File: src/rtl/pipo_shift_ctrl.sv
// Parallel-load shift register controller: loads a word, shifts it left a
// clamped number of times, pulses done and counts completed operations.
module pipo_shift_ctrl #(
  parameter int WIDTH = 4,
  parameter int CNT_W = 3
) (
  input  logic             clk,
  input  logic             reset,
  input  logic             start,
  input  logic [WIDTH-1:0] load_data,
  input  logic [CNT_W-1:0] shift_count,
  input  logic             abort,
  output logic             ready,
  output logic             busy,
  output logic             done,
  output logic [WIDTH-1:0] data_out,
  output logic             serial_out,
  output logic [7:0]       op_count,
  output logic [1:0]       state_dbg
);

  // Handshake: a request is accepted on the rising edge where start=1 and
  // ready=1; start while ready=0 is dropped, nothing is queued.

  typedef enum logic [1:0] {
    S_IDLE  = 2'd0,
    S_SHIFT = 2'd1,
    S_DONE  = 2'd2
  } state_t;

  localparam logic [CNT_W-1:0] MAX_CNT = CNT_W'(WIDTH);
  localparam logic [CNT_W-1:0] ONE     = CNT_W'(1);

  state_t           state_q, state_d;
  logic [CNT_W-1:0] cnt_q, cnt_d;
  logic [WIDTH-1:0] data_q, data_d;
  logic             sout_q, sout_d;
  logic [7:0]       op_q, op_d;
  logic [CNT_W-1:0] clamped;

  assign clamped = (shift_count > MAX_CNT) ? MAX_CNT : shift_count;

  always_ff @(posedge clk or posedge reset) begin
    if (reset) begin
      state_q <= S_IDLE;
      cnt_q   <= '0;
      data_q  <= '0;
      sout_q  <= 1'b0;
      op_q    <= 8'd0;
    end else begin
      state_q <= state_d;
      cnt_q   <= cnt_d;
      data_q  <= data_d;
      sout_q  <= sout_d;
      op_q    <= op_d;
    end
  end

  always_comb begin
    state_d = state_q;
    cnt_d   = cnt_q;
    data_d  = data_q;
    sout_d  = sout_q;
    op_d    = op_q;
    case (state_q)
      S_IDLE: begin
        if (start) begin
          data_d  = load_data;
          cnt_d   = clamped;
          state_d = (clamped != '0) ? S_SHIFT : S_DONE;
        end
      end
      S_SHIFT: begin
        // abort wins over the final shift: registers hold, no DONE visit
        if (abort) begin
          state_d = S_IDLE;
          cnt_d   = '0;
        end else begin
          data_d = {data_q[WIDTH-2:0], 1'b0};
          sout_d = data_q[WIDTH-1];
          cnt_d  = cnt_q - ONE;
          if (cnt_q == ONE) state_d = S_DONE;
        end
      end
      S_DONE: begin
        if (op_q != 8'hFF) op_d = op_q + 8'd1;
        state_d = S_IDLE;
      end
      default: state_d = S_IDLE;
    endcase
  end

  assign ready      = (state_q == S_IDLE);
  assign busy       = (state_q == S_SHIFT);
  assign done       = (state_q == S_DONE);
  assign data_out   = data_q;
  assign serial_out = sout_q;
  assign op_count   = op_q;
  assign state_dbg  = state_q;

endmodule

File: config.mk
export PLATFORM = sky130hd
export DESIGN_NAME = pipo_shift_ctrl
export DESIGN_NICKNAME = d
export VERILOG_FILES = /design/src/rtl/pipo_shift_ctrl.sv
export SDC_FILE = /design/constraint.sdc
export NUM_CORES = 1
export LEC_CHECK = 0
export CORE_MARGIN = 1.5
export CORE_UTILIZATION = 40
export CTS_CLUSTER_SIZE = 24
export DETAILED_ROUTE_END_ITERATION = 8
export DONT_BUFFER_PORTS = 1
export GPL_TIMING_DRIVEN = 0
export SLEW_MARGIN = 10
export SYNTH_ARGS = -nofsm -noshare
export SYNTH_HDL_FRONTEND = slang
export SYNTH_SLANG_ARGS = --single-unit
File: constraint.sdc
create_clock -name clk -period 1.5 [get_ports clk]
set_clock_uncertainty 0.1 [all_clocks]
set_input_delay 0.225 -clock clk [delete_from_list [all_inputs] [get_ports clk]]
set_output_delay 0.225 -clock clk [all_outputs]
set_load 0.02 [all_outputs]
==> flow_metrics.tcl, run 1 <==
set metrics [dict create \
    finalWorstSetupSlack_ns -0.0867 \
    synth_ff_type "dfrtp_1" \
    route.detailed.drc 0 \
    syn_to_final_growth_pct 25.8 \
    ys_types 37 \
    clkTransAtPathRegs_ns 0.11 \
    crit_path_end_kind "primary output" \
    tightestPinTransition_ns 0.704 \
    rsz0062_at_grt "true" \
    vias 778 \
    crit_slowest_cell "dfrtp_2" \
    status "complete, but fails checks" \
    fin_area_mm2 0.00126 \
    viasPerCell 5.72 \
    grt_max_degree 19 \
    final_hold_viol_count 0 \
    pwr-share-comb_pct 37.7 \
    cp_cell_sequence "buf_6 -> buf_4 -> nor2_4" \
    yosysMostFrequentCell "dfrtp_1" \
    cap_violations 0 \
    swShare_pct 40.5 \
    die_h_um 53.1 \
    failed_checks "setup timing" \
    antenna_left 0 \
    worst_setup_path_start_kind "flip-flop" \
    seqPwrFrac_pct 49.1 \
    finalMaxSlewViolations 0 \
    clk_path_buf_depth 2 \
    setup_violations 11 \
    fin_crit_ns 1.59 \
    yosysSeqAreaShare_pct 44.9 \
    rrSetupSlack_ns -0.08 \
    netlist_area_mm2 0.00100 \
    core_area_mm2 0.00230 \
    synth.area.top_cells "dfrtp_1, mux2_2, ha_1, inv_1, a32oi_1" \
    yosys-top-cells-count "dfrtp_1, inv_1, mux2_2, nand2_1, nor2b_1" \
    critPathKind "flip-flop to primary output" \
    synth_nets 108 \
    crit-reg2reg-launch "state_dbg[0]" \
    dp_cells 122 \
    numPortBuffers 0 \
    rr_endpoint "op_count[7]" \
    stdcell_count 136 \
    worst-path-max-fanout 7 \
    fmax_mhz 630 \
    fp-row-count 17 \
    post-place-ws_ns -0.161 \
    dr.pass1.iters 4 \
    yosysWarnings 0 \
    worstPathArrival_ns 1.26 \
    p_sw_uw 780 \
    critPathMaxStageDelay_ns 0.50 \
    hp-class "primary input to flip-flop" \
    fin_nets 123 \
    antenna_cells 0 \
    ioPinCount 29 \
    place_congestion 0.814 \
    cts_root_buffer "clkbuf_4" \
    fin_util_pct 54.9 \
    start_util_pct 43.6 \
    power.internal_uw 1150 \
    synthCells 94 \
    power_density_mw_per_mm2 1530 \
    die_x_um 53.1 \
    drt_wl_total_mm 2.11 \
    synth_edf_count 0 \
    leakagePower_uw 0.000525 \
    required_ns 1.17 \
    clkPwrFrac_pct 13.1 \
    hp-start "start" \
    dieArea_mm2 0.00281 \
    grt_pass1_wl_mm 3.46 \
    first_global_vias 735 \
    numClockSinks 18 \
    synth_top_cell_area_share_pct 44.9 \
    max-vdd-ir-drop_uv 1150 \
    dp_hpwl_mm 1.46 \
    clk_latency_ns 0.30 \
    wl_per_cell_um 15.5 \
    synth_seq_cells 18 \
    grt-ovfl-total 0 \
    postPlaceCellArea_mm2 0.00106 \
    fin_setup_tns_ns -0.616 \
    drt_first_iter_violations 9 \
    cts_tree "yes" \
    drive_gt1_share_pct 45.4 \
    grt_usage_pct 17.1 \
    rr_worst_depth 4 \
    synth_top_cell_by_area "dfrtp_1" \
    cts_inserted_buffers 3 \
    fin_crit_sh_pct 106 \
    antenna_found_initial 0 \
    avgSynthCellArea_um2 10.7 \
    hold_path_end "state_dbg[1]" \
    max-slew-margin-rel_pct 53.0 \
    hold-path-cell-count 2 \
    async_reset_ff_share_pct 100 \
    h-tree-depth 1 \
]
[worst max-delay path by stage]
stage | startpoint | to | slack [ns]
final | state_dbg[0] | ready | -0.09
after global routing | op_count[0] | op_count[1] | -0.14
after CTS | state_dbg[0] | op_count[7] | -0.06
after detailed placement | op_count[1] | op_count[1] | -0.16
after global placement | op_count[1] | op_count[1] | -0.16
after floorplan | op_count[0] | op_count[1] | -0.04
[power groups by stage]
stage                     clock [µW]  combinational, µW  sequential [µW]
after CTS                        262                662              948
after floorplan                    0                510              914
after global placement             0                581              950
final                            253                727              947
after detailed placement           0                598              956
after global routing             277                819              970
[area by class of cell]
type	instances	area (µm²)
Fill cell	212	1040
Multi-Input combinational cell	64	591
Tap cell	28	35.0
Buffer	2	26.3
Sequential cell	18	460
Timing Repair Buffer	10	85.1
Inverter	10	37.5
Clock buffer	4	26.3
[worst max-delay path: cells and delay by family (launching register included)]
family | cells | cell delay (ns)
buffers and inverters | 2 | 0.29
flip-flops | 1 | 0.50
AND/OR/NAND/NOR | 1 | 0.16
[flip-flops by register name, summed over array words and instances, names as in the netlist]
name and flops:
state_dbg 2, op_count 8, serial_out 1, cnt_q 3
data_out 4
[logic make-up (layout without fill, tap and decap cells)]
kind of cell / Yosys count / count (layout) / share of synthesized area, %
buffers and inverters: 12 / 26 / 5.37
xor gates and xnor gates: 1 / 1 / 0.874
AOI/OAI and AO/OA: 20 / 20 / 13.9
and+or+nand+nor: 28 / 28 / 17.4
adders and majority gates: 3 / 3 / 3.75
DFF: 18 / 18 / 44.9
muxes: 12 / 12 / 13.9
[per-layer routing]
metal	track usage, %	wire (µm)	vias to the layer above
li1	-	-	369
met1	22.8	973	385
met2	24.8	980	22
met3	6.21	142	2
met4	6.84	16	0
met5	0	0	-
[timing repair]
| item | in CTS | in global routing |
|---|---|---|
| endpoints found under the hold margin | 18 | 0 |
| resized for setup | 10 | 18 |
| hold buffers | 1 | 0 |
| pin swaps | 3 | 7 |
| setup endpoints to repair | 14 | 17 |
| gates cloned | 0 | 0 |
| setup buffers | 7 | 2 |
[cells in the final DEF, fill, tap and decap left out, types with 2 or more instances in the layout]
cell type   n
mux2_2      6
nor2_1      2
nand2b_1    3
o22ai_1     3
mux2_4      6
nand2_1     4
inv_1       9
ha_1        2
dfrtp_2     8
buf_6       3
o21ai_2     2
a32oi_1     3
dfrtp_1    10
clkbuf_4    3
nand4_1     2
nor2b_1     4
buf_4       7
a21oi_1     3
[stage by stage]
stage / hold WS, ns / power [µW]
2_1_floorplan: 0.0634 / 1420
3_3_place_gp: 0.163 / 1530
3_5_place_dp: 0.167 / 1550
4_1_cts: 0.0316 / 1870
5_1_grt: 0.0518 / 2070
6_report: 0.0339 / 1930
Note: power is estimated with default switching activity, not from simulation.
==> run 2, diff against run 1 <==
Settings changed: HOLD_SLACK_MARGIN set to 0.08.
==> flow_metrics.tcl, run 2 (same netlist as run 1, synthesis figures left out) <==
set metrics [dict create \
    wl_per_cell_um 16.2 \
    clkTransAtPathRegs_ns 0.11 \
    leakagePower_uw 0.000541 \
    required_ns 1.17 \
    grt_pass1_wl_mm 3.66 \
    dieArea_mm2 0.00281 \
    crit_path_end_kind "primary output" \
    rsz0062_at_grt "true" \
    status "complete, but fails checks" \
    power_density_mw_per_mm2 1500 \
    p_sw_uw 791 \
    vias 832 \
    critPathMaxStageDelay_ns 0.51 \
    pwr-share-comb_pct 38.4 \
    core_area_mm2 0.00230 \
    finalMaxSlewViolations 0 \
    grt-ovfl-total 0 \
    seq_area_um2 460 \
    setup_violations 11 \
    post-place-ws_ns -0.161 \
    critPathTopFamily "flip-flops" \
    failed_checks "setup timing" \
    fin_setup_tns_ns -0.682 \
    power.internal_uw 1160 \
    start_util_pct 43.6 \
    die_x_um 53.1 \
    final_common_cell "dfrtp_1" \
    cts_root_buffer "clkbuf_4" \
    max-slew-margin-rel_pct 52.4 \
    worst-path-max-fanout 7 \
    numPortBuffers 0 \
    cp_cell_sequence "buf_6 -> buf_4 -> nor2_4" \
    dp_hpwl_mm 1.46 \
    critPathKind "flip-flop to primary output" \
    seqPwrFrac_pct 48.8 \
    crit_slowest_cell "dfrtp_2" \
    largest_reg_flops 8 \
    worstPathArrival_ns 1.27 \
    drive_gt1_share_pct 43.8 \
    grt_max_degree 19 \
    tightestPinTransition_ns 0.713 \
    multi_input_area_um2 591 \
    fp-row-count 17 \
    layout_common_cells "dfrtp_1, inv_1, dfrtp_2" \
    antenna_left 0 \
    crit_buf_inv 2 \
    max-vdd-ir-drop_uv 1160 \
    antenna_cells 0 \
    fin_nets 127 \
    antenna_found_initial 0 \
    cap_violations 0 \
    cts_inserted_buffers 3 \
    worst_setup_path_start_kind "flip-flop" \
    h-tree-depth 1 \
    viasPerCell 5.94 \
    fmax_mhz 629 \
    drt_wl_total_mm 2.27 \
    die_h_um 53.1 \
    grt_usage_pct 18.1 \
    syn_to_final_growth_pct 29.8 \
    fin_crit_sh_pct 106 \
    swShare_pct 40.6 \
    numClockSinks 18 \
    clk_path_buf_depth 2 \
    place_congestion 0.814 \
    num-fill-cells 209 \
    fin_util_pct 56.6 \
    fin_crit_ns 1.59 \
    first_global_vias 797 \
    clk_latency_ns 0.30 \
    clkPwrFrac_pct 12.9 \
    finalWorstSetupSlack_ns -0.0904 \
    cts_tree "yes" \
    route.detailed.drc 0 \
    final_hold_viol_count 0 \
    ioPinCount 29 \
    hp-class "primary input to flip-flop" \
    dr.pass1.iters 4 \
    drt_first_iter_violations 10 \
]
-- run 2: cell count changes in the layout (fill, tap and decap cells not counted) --
cell and change:
dlygate4sd3_1 +4
-- run 2: layer usage --
layer  routed length [µm]  track usage (%)
met2                 1100             27.5
met5                    0                0
met1                 1000             22.8
met3                  156             6.21
met4                   16             8.55
-- run 2: repair_timing --
| action | in CTS | in global routing |
|---|---|---|
| setup endpoints to repair | 14 | 17 |
| hold endpoints to repair | 22 | 0 |
| setup buffers | 7 | 2 |
| hold buffers | 5 | 0 |
| gates resized for setup | 10 | 18 |
| pin swaps | 3 | 6 |
-- run 2: final timing paths --
kind | from | end | slack, ns | depth (start not counted)
min in group asynchronous | reset | cnt_q[2] | 0.37 | 2
worst min register to register | cnt_q[0] | cnt_q[0] | 0.45 | 2
max in group asynchronous | reset | op_count[3] | 0.41 | 2
worst max-delay path | state_dbg[0] | ready | -0.09 | 3
worst max register to register | state_dbg[0] | op_count[7] | -0.08 | 4
worst min-delay path | shift_count[0] | cnt_q[0] | 0.07 | 2
-- run 2: per-stage QoR --
step / hold WS [ns] / total power [µW] / instances / area, µm²
final: 0.0665 / 1950 / 140 / 1300
after global routing: 0.0846 / 2080 / 140 / 1300
after CTS: 0.0851 / 1880 / 138 / 1220
after detailed placement: 0.167 / 1550 / 122 / 1060
after global placement: 0.163 / 1530 / 122 / 1060
after floorplan: 0.0634 / 1420 / 94 / 1030
-- run 2: worst reg2reg max path, delay by kind of cell, from the launching register on --
family / cells / cell delay, ns
AND/OR/NAND/NOR: 2 / 0.39
buffers and inverters: 1 / 0.16
flip-flops: 1 / 0.51
multiplexers: 1 / 0.31
-- run 2: power groups by stage --
stage	clock network, µW	logic [µW]	registers [µW]
6_report	250	747	949
5_1_grt	277	829	971
4_1_cts	262	671	948
3_5_place_dp	0	598	956
3_3_place_gp	0	581	950
2_1_floorplan	0	510	914
-- run 2: final cells by class --
cell class	instances	area share, %
buffer	2	2.02
clock buffer	4	2.02
inverter	10	2.88
multi-input combinational	64	45.4
sequential	18	35.4
tap	28	2.69
timing repair buffer	14	9.62
==> run 3, diff against run 2 <==
Settings changed: TNS_END_PERCENT set to 100.
==> results of run 3 <==
No change in the layout: final DEF, timing and power equal those of run 2.
